$ cat config.mk
export PLATFORM = sky130hd
export DESIGN_NAME = rtsnoc_rx_buffer_flat
export DESIGN_NICKNAME = d
export VERILOG_FILES = /design/src/rtl/rtsnoc_rx_buffer_pkg.sv /design/src/rtl/rtsnoc_rx_buffer_if.sv /design/src/rtl/rtsnoc_sync_fifo.sv /design/src/rtl/rtsnoc_rx_buffer.sv /design/src/flat_wrapper.sv
export SDC_FILE = /design/constraint.sdc
export NUM_CORES = 1
export LEC_CHECK = 0
export ABC_AREA = 1
export BUFFER_PORTS_ARGS = -buffer_cell sky130_fd_sc_hd__buf_4
export CAP_MARGIN = 20
export CORE_UTILIZATION = 56
export CTS_BUF_LIST = sky130_fd_sc_hd__clkbuf_8
export DETAILED_ROUTE_END_ITERATION = 12
export PLACE_DENSITY = 0.78
export SLEW_MARGIN = 20
export SYNTH_ARGS = -nofsm -noshare
export SYNTH_HDL_FRONTEND = slang
export SYNTH_SLANG_ARGS = --single-unit
$ cat constraint.sdc
create_clock -name clk_i -period 3.13 [get_ports clk_i]
set_input_delay 0.1565 -clock clk_i [delete_from_list [all_inputs] [get_ports clk_i]]
set_output_delay 0.1565 -clock clk_i [all_outputs]
set_load 0.02 [all_outputs]
$ cat src/rtl/rtsnoc_rx_buffer_pkg.sv
// rtl/rtsnoc_rx_buffer_pkg.sv - bus-width derivation and ingress FSM encoding for the RTSNoC receive buffer
package rtsnoc_rx_buffer_pkg;

  typedef enum logic {
    ST_IDLE     = 1'b0,
    ST_ACK_WAIT = 1'b1
  } ingress_state_e;

  function automatic int noc_header_size(input int soc_size_x, input int soc_size_y);
    return 2 * soc_size_x + 2 * soc_size_y + 6;
  endfunction

  function automatic int noc_bus_size(input int data_width, input int soc_size_x, input int soc_size_y);
    return data_width + noc_header_size(soc_size_x, soc_size_y);
  endfunction

endpackage

$ cat src/rtl/rtsnoc_rx_buffer_if.sv
// rtl/rtsnoc_rx_buffer_if.sv - router-side ingress and consumer-side egress signals of the receive buffer
interface rtsnoc_rx_buffer_if #(
  parameter int BUS_W = 42,
  parameter int CNT_W = 4
);
  logic [BUS_W-1:0] noc_dout_i;
  logic             noc_nd_i;
  logic             noc_rd_o;
  logic [BUS_W-1:0] rx_dout_o;
  logic             rx_nd_o;
  logic             rx_rd_i;
  logic [CNT_W-1:0] rx_count_o;
  logic             rx_full_o;
  logic             rx_int_o;

  modport master (
    output noc_dout_i, noc_nd_i, rx_rd_i,
    input  noc_rd_o, rx_dout_o, rx_nd_o, rx_count_o, rx_full_o, rx_int_o
  );

  modport slave (
    input  noc_dout_i, noc_nd_i, rx_rd_i,
    output noc_rd_o, rx_dout_o, rx_nd_o, rx_count_o, rx_full_o, rx_int_o
  );
endinterface

$ cat src/rtl/rtsnoc_sync_fifo.sv
// rtl/rtsnoc_sync_fifo.sv - synchronous first-word-fall-through FIFO with occupancy count
module rtsnoc_sync_fifo #(
  parameter int WIDTH      = 42,
  parameter int DEPTH_LOG2 = 3
) (
  input  logic                  clk_i,
  input  logic                  rst_i,
  input  logic                  i_push,
  input  logic [WIDTH-1:0]      i_data,
  input  logic                  i_pop,
  output logic [WIDTH-1:0]      o_head,
  output logic                  o_full,
  output logic                  o_empty,
  output logic [DEPTH_LOG2:0]   o_count
);

  localparam int DEPTH = 1 << DEPTH_LOG2;
  localparam logic [DEPTH_LOG2-1:0] PTR_ONE  = DEPTH_LOG2'(1);
  localparam logic [DEPTH_LOG2:0]   CNT_ONE  = (DEPTH_LOG2 + 1)'(1);
  localparam logic [DEPTH_LOG2:0]   CNT_FULL = (DEPTH_LOG2 + 1)'(DEPTH);

  logic [WIDTH-1:0]      r_mem [DEPTH];
  logic [DEPTH_LOG2-1:0] r_wr_ptr;
  logic [DEPTH_LOG2-1:0] r_rd_ptr;
  logic [DEPTH_LOG2:0]   r_count;
  logic                  w_full;
  logic                  w_empty;
  logic                  w_do_push;
  logic                  w_do_pop;

  // Full is judged on the count before any same-cycle pop, so a push into a full FIFO is refused.
  assign w_full    = (r_count == CNT_FULL);
  assign w_empty   = (r_count == '0);
  assign w_do_push = i_push && !w_full;
  assign w_do_pop  = i_pop && !w_empty;

  always_ff @(posedge clk_i) begin
    if (w_do_push) begin
      r_mem[r_wr_ptr] <= i_data;
    end
  end

  always_ff @(posedge clk_i) begin
    if (rst_i) begin
      r_wr_ptr <= '0;
      r_rd_ptr <= '0;
      r_count  <= '0;
    end else begin
      if (w_do_push) begin
        r_wr_ptr <= r_wr_ptr + PTR_ONE;
      end
      if (w_do_pop) begin
        r_rd_ptr <= r_rd_ptr + PTR_ONE;
      end
      if (w_do_push && !w_do_pop) begin
        r_count <= r_count + CNT_ONE;
      end else if (w_do_pop && !w_do_push) begin
        r_count <= r_count - CNT_ONE;
      end
    end
  end

  assign o_head  = r_mem[r_rd_ptr];
  assign o_full  = w_full;
  assign o_empty = w_empty;
  assign o_count = r_count;

endmodule

$ cat src/rtl/rtsnoc_rx_buffer.sv
// rtl/rtsnoc_rx_buffer.sv - elastic buffer draining an RTSNoC router local port into a FIFO re-presented as a router port
module rtsnoc_rx_buffer
  import rtsnoc_rx_buffer_pkg::*;
#(
  parameter int SOC_SIZE_X     = 1,
  parameter int SOC_SIZE_Y     = 1,
  parameter int NOC_DATA_WIDTH = 32,
  parameter int DEPTH_LOG2     = 3,
  parameter int WATERMARK      = 1
) (
  input  logic               clk_i,
  input  logic               rst_i,
  rtsnoc_rx_buffer_if.slave  bus
);

  localparam int BUS_W = noc_bus_size(NOC_DATA_WIDTH, SOC_SIZE_X, SOC_SIZE_Y);
  localparam int CNT_W = DEPTH_LOG2 + 1;
  localparam logic [CNT_W-1:0] WM = CNT_W'(WATERMARK);

  ingress_state_e   r_state;
  ingress_state_e   w_state_next;
  logic             w_noc_rd;
  logic             w_full;
  logic             w_empty;
  logic [CNT_W-1:0] w_count;
  logic [BUS_W-1:0] w_head;
  logic             r_int;

  always_ff @(posedge clk_i) begin
    if (rst_i) begin
      r_state <= ST_IDLE;
    end else begin
      r_state <= w_state_next;
    end
  end

  // ACK_WAIT absorbs the router's one-cycle lag in dropping nd after our rd pulse.
  always_comb begin
    w_state_next = r_state;
    case (r_state)
      ST_IDLE: begin
        if (bus.noc_nd_i && !w_full) begin
          w_state_next = ST_ACK_WAIT;
        end
      end
      ST_ACK_WAIT: w_state_next = ST_IDLE;
      default:     w_state_next = ST_IDLE;
    endcase
  end

  always_comb begin
    w_noc_rd = 1'b0;
    if (r_state == ST_IDLE && bus.noc_nd_i && !w_full) begin
      w_noc_rd = 1'b1;
    end
  end

  rtsnoc_sync_fifo #(
    .WIDTH      (BUS_W),
    .DEPTH_LOG2 (DEPTH_LOG2)
  ) u_fifo (
    .clk_i   (clk_i),
    .rst_i   (rst_i),
    .i_push  (w_noc_rd),
    .i_data  (bus.noc_dout_i),
    .i_pop   (bus.rx_rd_i),
    .o_head  (w_head),
    .o_full  (w_full),
    .o_empty (w_empty),
    .o_count (w_count)
  );

  always_ff @(posedge clk_i) begin
    if (rst_i) begin
      r_int <= 1'b0;
    end else begin
      r_int <= (w_count >= WM);
    end
  end

  assign bus.noc_rd_o   = w_noc_rd;
  assign bus.rx_dout_o  = w_head;
  assign bus.rx_nd_o    = !w_empty;
  assign bus.rx_count_o = w_count;
  assign bus.rx_full_o  = w_full;
  assign bus.rx_int_o   = r_int;

endmodule

$ cat src/flat_wrapper.sv
// flat-port wrapper written by rule: the top's interface ports become plain ports
module rtsnoc_rx_buffer_flat import rtsnoc_rx_buffer_pkg::*;
#(
  parameter int SOC_SIZE_X     = 1,
  parameter int SOC_SIZE_Y     = 1,
  parameter int NOC_DATA_WIDTH = 32,
  parameter int DEPTH_LOG2     = 3,
  parameter int WATERMARK      = 1
)
  (clk_i, rst_i, bus_noc_dout_i, bus_noc_nd_i, bus_rx_rd_i, bus_noc_rd_o, bus_rx_dout_o, bus_rx_nd_o, bus_rx_count_o, bus_rx_full_o, bus_rx_int_o);
  rtsnoc_rx_buffer_if #(.BUS_W((42)), .CNT_W((4))) bus_i ();
  input  logic clk_i;
  input  logic rst_i;
  input wire logic [$bits(bus_i.noc_dout_i)-1:0] bus_noc_dout_i;
  input wire logic [$bits(bus_i.noc_nd_i)-1:0] bus_noc_nd_i;
  input wire logic [$bits(bus_i.rx_rd_i)-1:0] bus_rx_rd_i;
  output wire logic [$bits(bus_i.noc_rd_o)-1:0] bus_noc_rd_o;
  output wire logic [$bits(bus_i.rx_dout_o)-1:0] bus_rx_dout_o;
  output wire logic [$bits(bus_i.rx_nd_o)-1:0] bus_rx_nd_o;
  output wire logic [$bits(bus_i.rx_count_o)-1:0] bus_rx_count_o;
  output wire logic [$bits(bus_i.rx_full_o)-1:0] bus_rx_full_o;
  output wire logic [$bits(bus_i.rx_int_o)-1:0] bus_rx_int_o;
  assign bus_i.noc_dout_i = bus_noc_dout_i;
  assign bus_i.noc_nd_i = bus_noc_nd_i;
  assign bus_i.rx_rd_i = bus_rx_rd_i;
  assign bus_noc_rd_o = bus_i.noc_rd_o;
  assign bus_rx_dout_o = bus_i.rx_dout_o;
  assign bus_rx_nd_o = bus_i.rx_nd_o;
  assign bus_rx_count_o = bus_i.rx_count_o;
  assign bus_rx_full_o = bus_i.rx_full_o;
  assign bus_rx_int_o = bus_i.rx_int_o;
  rtsnoc_rx_buffer #(.SOC_SIZE_X(SOC_SIZE_X), .SOC_SIZE_Y(SOC_SIZE_Y), .NOC_DATA_WIDTH(NOC_DATA_WIDTH), .DEPTH_LOG2(DEPTH_LOG2), .WATERMARK(WATERMARK)) u_core (.clk_i(clk_i), .rst_i(rst_i), .bus(bus_i));
endmodule
==> results <==
- In this run the cell area of the synthesized design comes to around 14000 sq um.
- Setup violations remaining at the end of the flow were counted as 0.
- IR analysis of the VDD net gives a maximum drop of slightly below 700 uV.
- The die span in x is ~160 microns.
- At the end of routability-driven placement, the weighted congestion stood at between 0.7 and 0.8.
- The final hold violation count is 0.
- The flip-flop and latch count after synthesis is 351.
- The via count of the first global-routing pass is about 9.4k.
- Setup slack closes at ~0.52 ns.
- The count of TritonRoute iterations in the first routing pass is 5.
- The power density relative to cell area is around 820 nW/um^2.
- The worst hold-check path type is in -> reg.
- The core region is approximately 24000 sq um.
- After synthesis, the share of flip-flops with an asynchronous set or reset is 0.
- The first-pass GRT wire length is 46700 microns.
- In this run the remaining antenna-violating nets after routing total 0.
- The count of buffers added on input and output ports is 95.
- Of the cells placed in the final design, the portion with a size suffix greater than 1 is 0.140.
- The detailed placer's ending HPWL is between 15000 and 20000 microns.
- In the final timing run, aggregate negative setup slack is 0 ns.
- The reg2reg setup slack is 0.58 ns.
- The tree built by TritonCTS fans out to 351 sinks.
- The cell sitting at the root of the clock tree is a sky130_fd_sc_hd__clkbuf_8.
- The destination of the worst register-to-register timing path is u_core.u_fifo.r_mem[3][7].
- The die height is about 160 microns.
- The worst-case clock buffer depth is 3.
- In the final routed layout, each cell accounts on average for 16.8 microns.
- 96 I/O pins were placed.
- After detailed routing, the number of vias per cell comes to roughly 5.3.
- Setup repair after global routing left no endpoint under its margin.
- The post-synthesis to final-layout area growth is 18.0%.
- Yosys printed 0 warnings.
- The type of the worst setup path is reg -> out.
- The initial antenna violation count came to 1.
- In the finished design, the share of the clock period the worst path needs comes to 0.835.
- The effective utilization at floorplan is 0.576.
- For the pin with the worst max-slew slack, the measured transition is a little over 1 ns.
- The number of vias after detailed routing is 9268.
- The CTS tree is done.
- The unique cell type count in the Yosys netlist is 24.
- Entering global routing, the biggest net connects approximately 170 pins.
- The synthesized instance count is 1217.
- For this run, the top clock speed supported by timing is between 300 and 400 MHz.
- Buffers inserted during clock tree synthesis total between 50 and 60.
- The number of flops mapped to enable cells by yosys is ~340.
- The total overflow reported by the global router is 0.
- STA puts the critical path data required time at between 2 and 3 ns.
- The worst setup path is captured at a primary output.
- After the first detailed-routing iteration, the DRC count stood at slightly above 900.
- The total power draw is about 14 mW.
- The worst register-to-register path begins at u_core.u_fifo.o_count[0].
- After layout, the minimum clock period comes to 2.61 ns.
- Across the run, the number of max-cap violations was 0.
- The area enclosed by the die boundary is around 26000 sq um.
- Data on the critical path arrives at its endpoint at between 2 and 2.5 ns.
- After clock tree synthesis, the clock-pin slew on the worst setup and hold paths is 0.06 ns.
- For this run, the register share of the synthesized area comes to 0.738.
- The buffers inserted during post-CTS setup optimization is 0.
- The worst max-slew margin expressed relative to the limit is 0.308.
- The synthesized area per cell is around 12 sq um.
- The count of pins over their slew limit came to 0.
- The H-tree was split into 2 levels.
- The most common flop cell mapped by yosys is sky130_fd_sc_hd__edfxtp_1.
- Counting cells, the worst reg-to-reg path comes to 8.
- Wires add up to just under 30000 microns.
- The floorplan has 57 rows.
- For this run, the post-layout net count is approximately 1.4k.
- The flow ran to the end, and the final reports show no timing, DRC or antenna violations.
- STA classifies the critical path startpoint as a flip-flop.
- The clock network latency to the later pin of the worst-skew pair is a little under 0.6 ns.
- The capture point of the critical path is bus_rx_dout_o[10].
- The number of nets in the synthesized netlist is between 1k and 1.5k.
- For this design the static power due to leakage is about 6.3 nW.
- The setup skew after layout is ~0.036 ns.
- The DRC violations left is 0.
- Across every metal layer, demand over resource in global routing totals 0.231.
- In this run the worst path has a maximum fanout of 84.
- At the placement stage, the worst setup path has a slack of just over 0.6 ns.
[final cells by class]
cell class,instances,area (sq um)
Antenna cell,1,2.50
Clock buffer,54,743
Clock inverter,45,280
Fill cell,1704,7860
Inverter,20,77.6
Multi-Input combinational cell,782,3310
Sequential cell,351,10400
Tap cell,324,405
Timing Repair Buffer,160,1390
[metrics by stage]
stage,instances,instance area (sq um),hold slack [ns],utilization
2_1_floorplan,1217,14100,0.226,-
3_5_place_dp,1593,15100,0.391,0.619
4_1_cts,1736,16600,0.0673,0.679
3_3_place_gp,1593,15100,0.390,0.619
5_1_grt,1737,16600,0.109,0.679
6_report,1737,16600,0.0970,0.679
[flip-flops by register name (all words and copies together), names as in the netlist, named ones only]
name and flops:
u_core.r_state 1, u_core.u_fifo.r_wr_ptr 3, u_core.u_fifo.r_rd_ptr 3, u_core.u_fifo.o_count 4
u_core.bus.rx_int_o 1, u_core.u_fifo.r_mem 336
[per-layer routing]
metal / up-vias / global-route usage / routed length (microns)
met1: 4350 / 0.299 / 11700
met5: - / 0 / 0
met2: 398 / 0.386 / 14300
li1: 4454 / - / -
met3: 66 / 0.0442 / 2400
met4: 0 / 0.0952 / 823
[cells in the mapped netlist, types with 2 or more instances]
master | count | area, sq um
sky130_fd_sc_hd__xor2_1 | 2 | 17.5
sky130_fd_sc_hd__buf_6 | 5 | 56.3
sky130_fd_sc_hd__buf_1 | 4 | 15.0
sky130_fd_sc_hd__clkbuf_1 | 12 | 45.0
sky130_fd_sc_hd__inv_2 | 3 | 11.3
sky130_fd_sc_hd__a21oi_1 | 6 | 30.0
sky130_fd_sc_hd__nor2_1 | 355 | 1330
sky130_fd_sc_hd__ha_1 | 7 | 87.6
sky130_fd_sc_hd__o21ai_0 | 42 | 210
sky130_fd_sc_hd__buf_2 | 22 | 110
sky130_fd_sc_hd__edfxtp_1 | 336 | 10100
sky130_fd_sc_hd__nand3_1 | 2 | 10.0
sky130_fd_sc_hd__o21ai_1 | 133 | 666
sky130_fd_sc_hd__buf_4 | 12 | 90.1
sky130_fd_sc_hd__clkbuf_2 | 9 | 45.0
sky130_fd_sc_hd__dfxtp_1 | 15 | 300
sky130_fd_sc_hd__nand2_1 | 230 | 863
sky130_fd_sc_hd__inv_1 | 16 | 60.1
[report_power, final]
part           internal (mW)  switching, mW  leakage, nW
clock network           1.87           1.71        0.587
logic                   1.56           2.97         2.55
registers               5.47          0.119         3.17
total                   8.90           4.80         6.30
[worst min-delay path by stage]
stage	from	to	slack, ns	depth (start not counted)
after detailed placement	rst_i	u_core.u_fifo.r_wr_ptr[0]	0.39	2
final	bus_noc_nd_i	u_core.r_state	0.1	5
after global routing	bus_noc_nd_i	u_core.r_state	0.11	5
after CTS	bus_noc_nd_i	u_core.r_state	0.07	5
after global placement	rst_i	u_core.u_fifo.r_wr_ptr[0]	0.39	2
after floorplan	rst_i	u_core.u_fifo.r_wr_ptr[0]	0.23	1
[worst max-delay path, stage by stage, from the launching register on]
cell                      delay (ns)
sky130_fd_sc_hd__dfxtp_4        0.34
sky130_fd_sc_hd__buf_4          0.77
sky130_fd_sc_hd__nor2_1         0.16
sky130_fd_sc_hd__o21ai_1        0.17
sky130_fd_sc_hd__nand2_1        0.08
sky130_fd_sc_hd__nand2_1        0.06
sky130_fd_sc_hd__nand2_1        0.11
sky130_fd_sc_hd__buf_4          0.18
[cell families (layout without fill, tap and decap cells)]
group                    after synthesis  in the layout  synth area share
adder cells (fa/ha/maj)                7              7           0.00622
other                                  0              1                 0
buffers and inverters                 84            279            0.0310
flip-flops                           351            351             0.738
AND/OR/NAND/NOR                      589            589             0.158
XOR/XNOR                               3              3           0.00187
AO/OA/AOI/OAI                        183            183            0.0653
[timing repair]
action	CTS	global route
setup endpoints to repair	0	0
gates resized for setup	0	0
hold buffers	44	0
hold endpoints to repair	349	0
[cells in the final DEF, fill, tap and decap left out, drive strengths merged, types with 2 or more instances in the layout]
master and n:
a21oi 6, buf 116, bufinv 3, clkbuf 54, clkinv 23, dfxtp 15
dlygate4sd3 44, edfxtp 336, ha 7, inv 39, nand2 230, nand3 2
nor2 355, o21ai 175, xor2 2
Power figures use the tool's default switching activity.
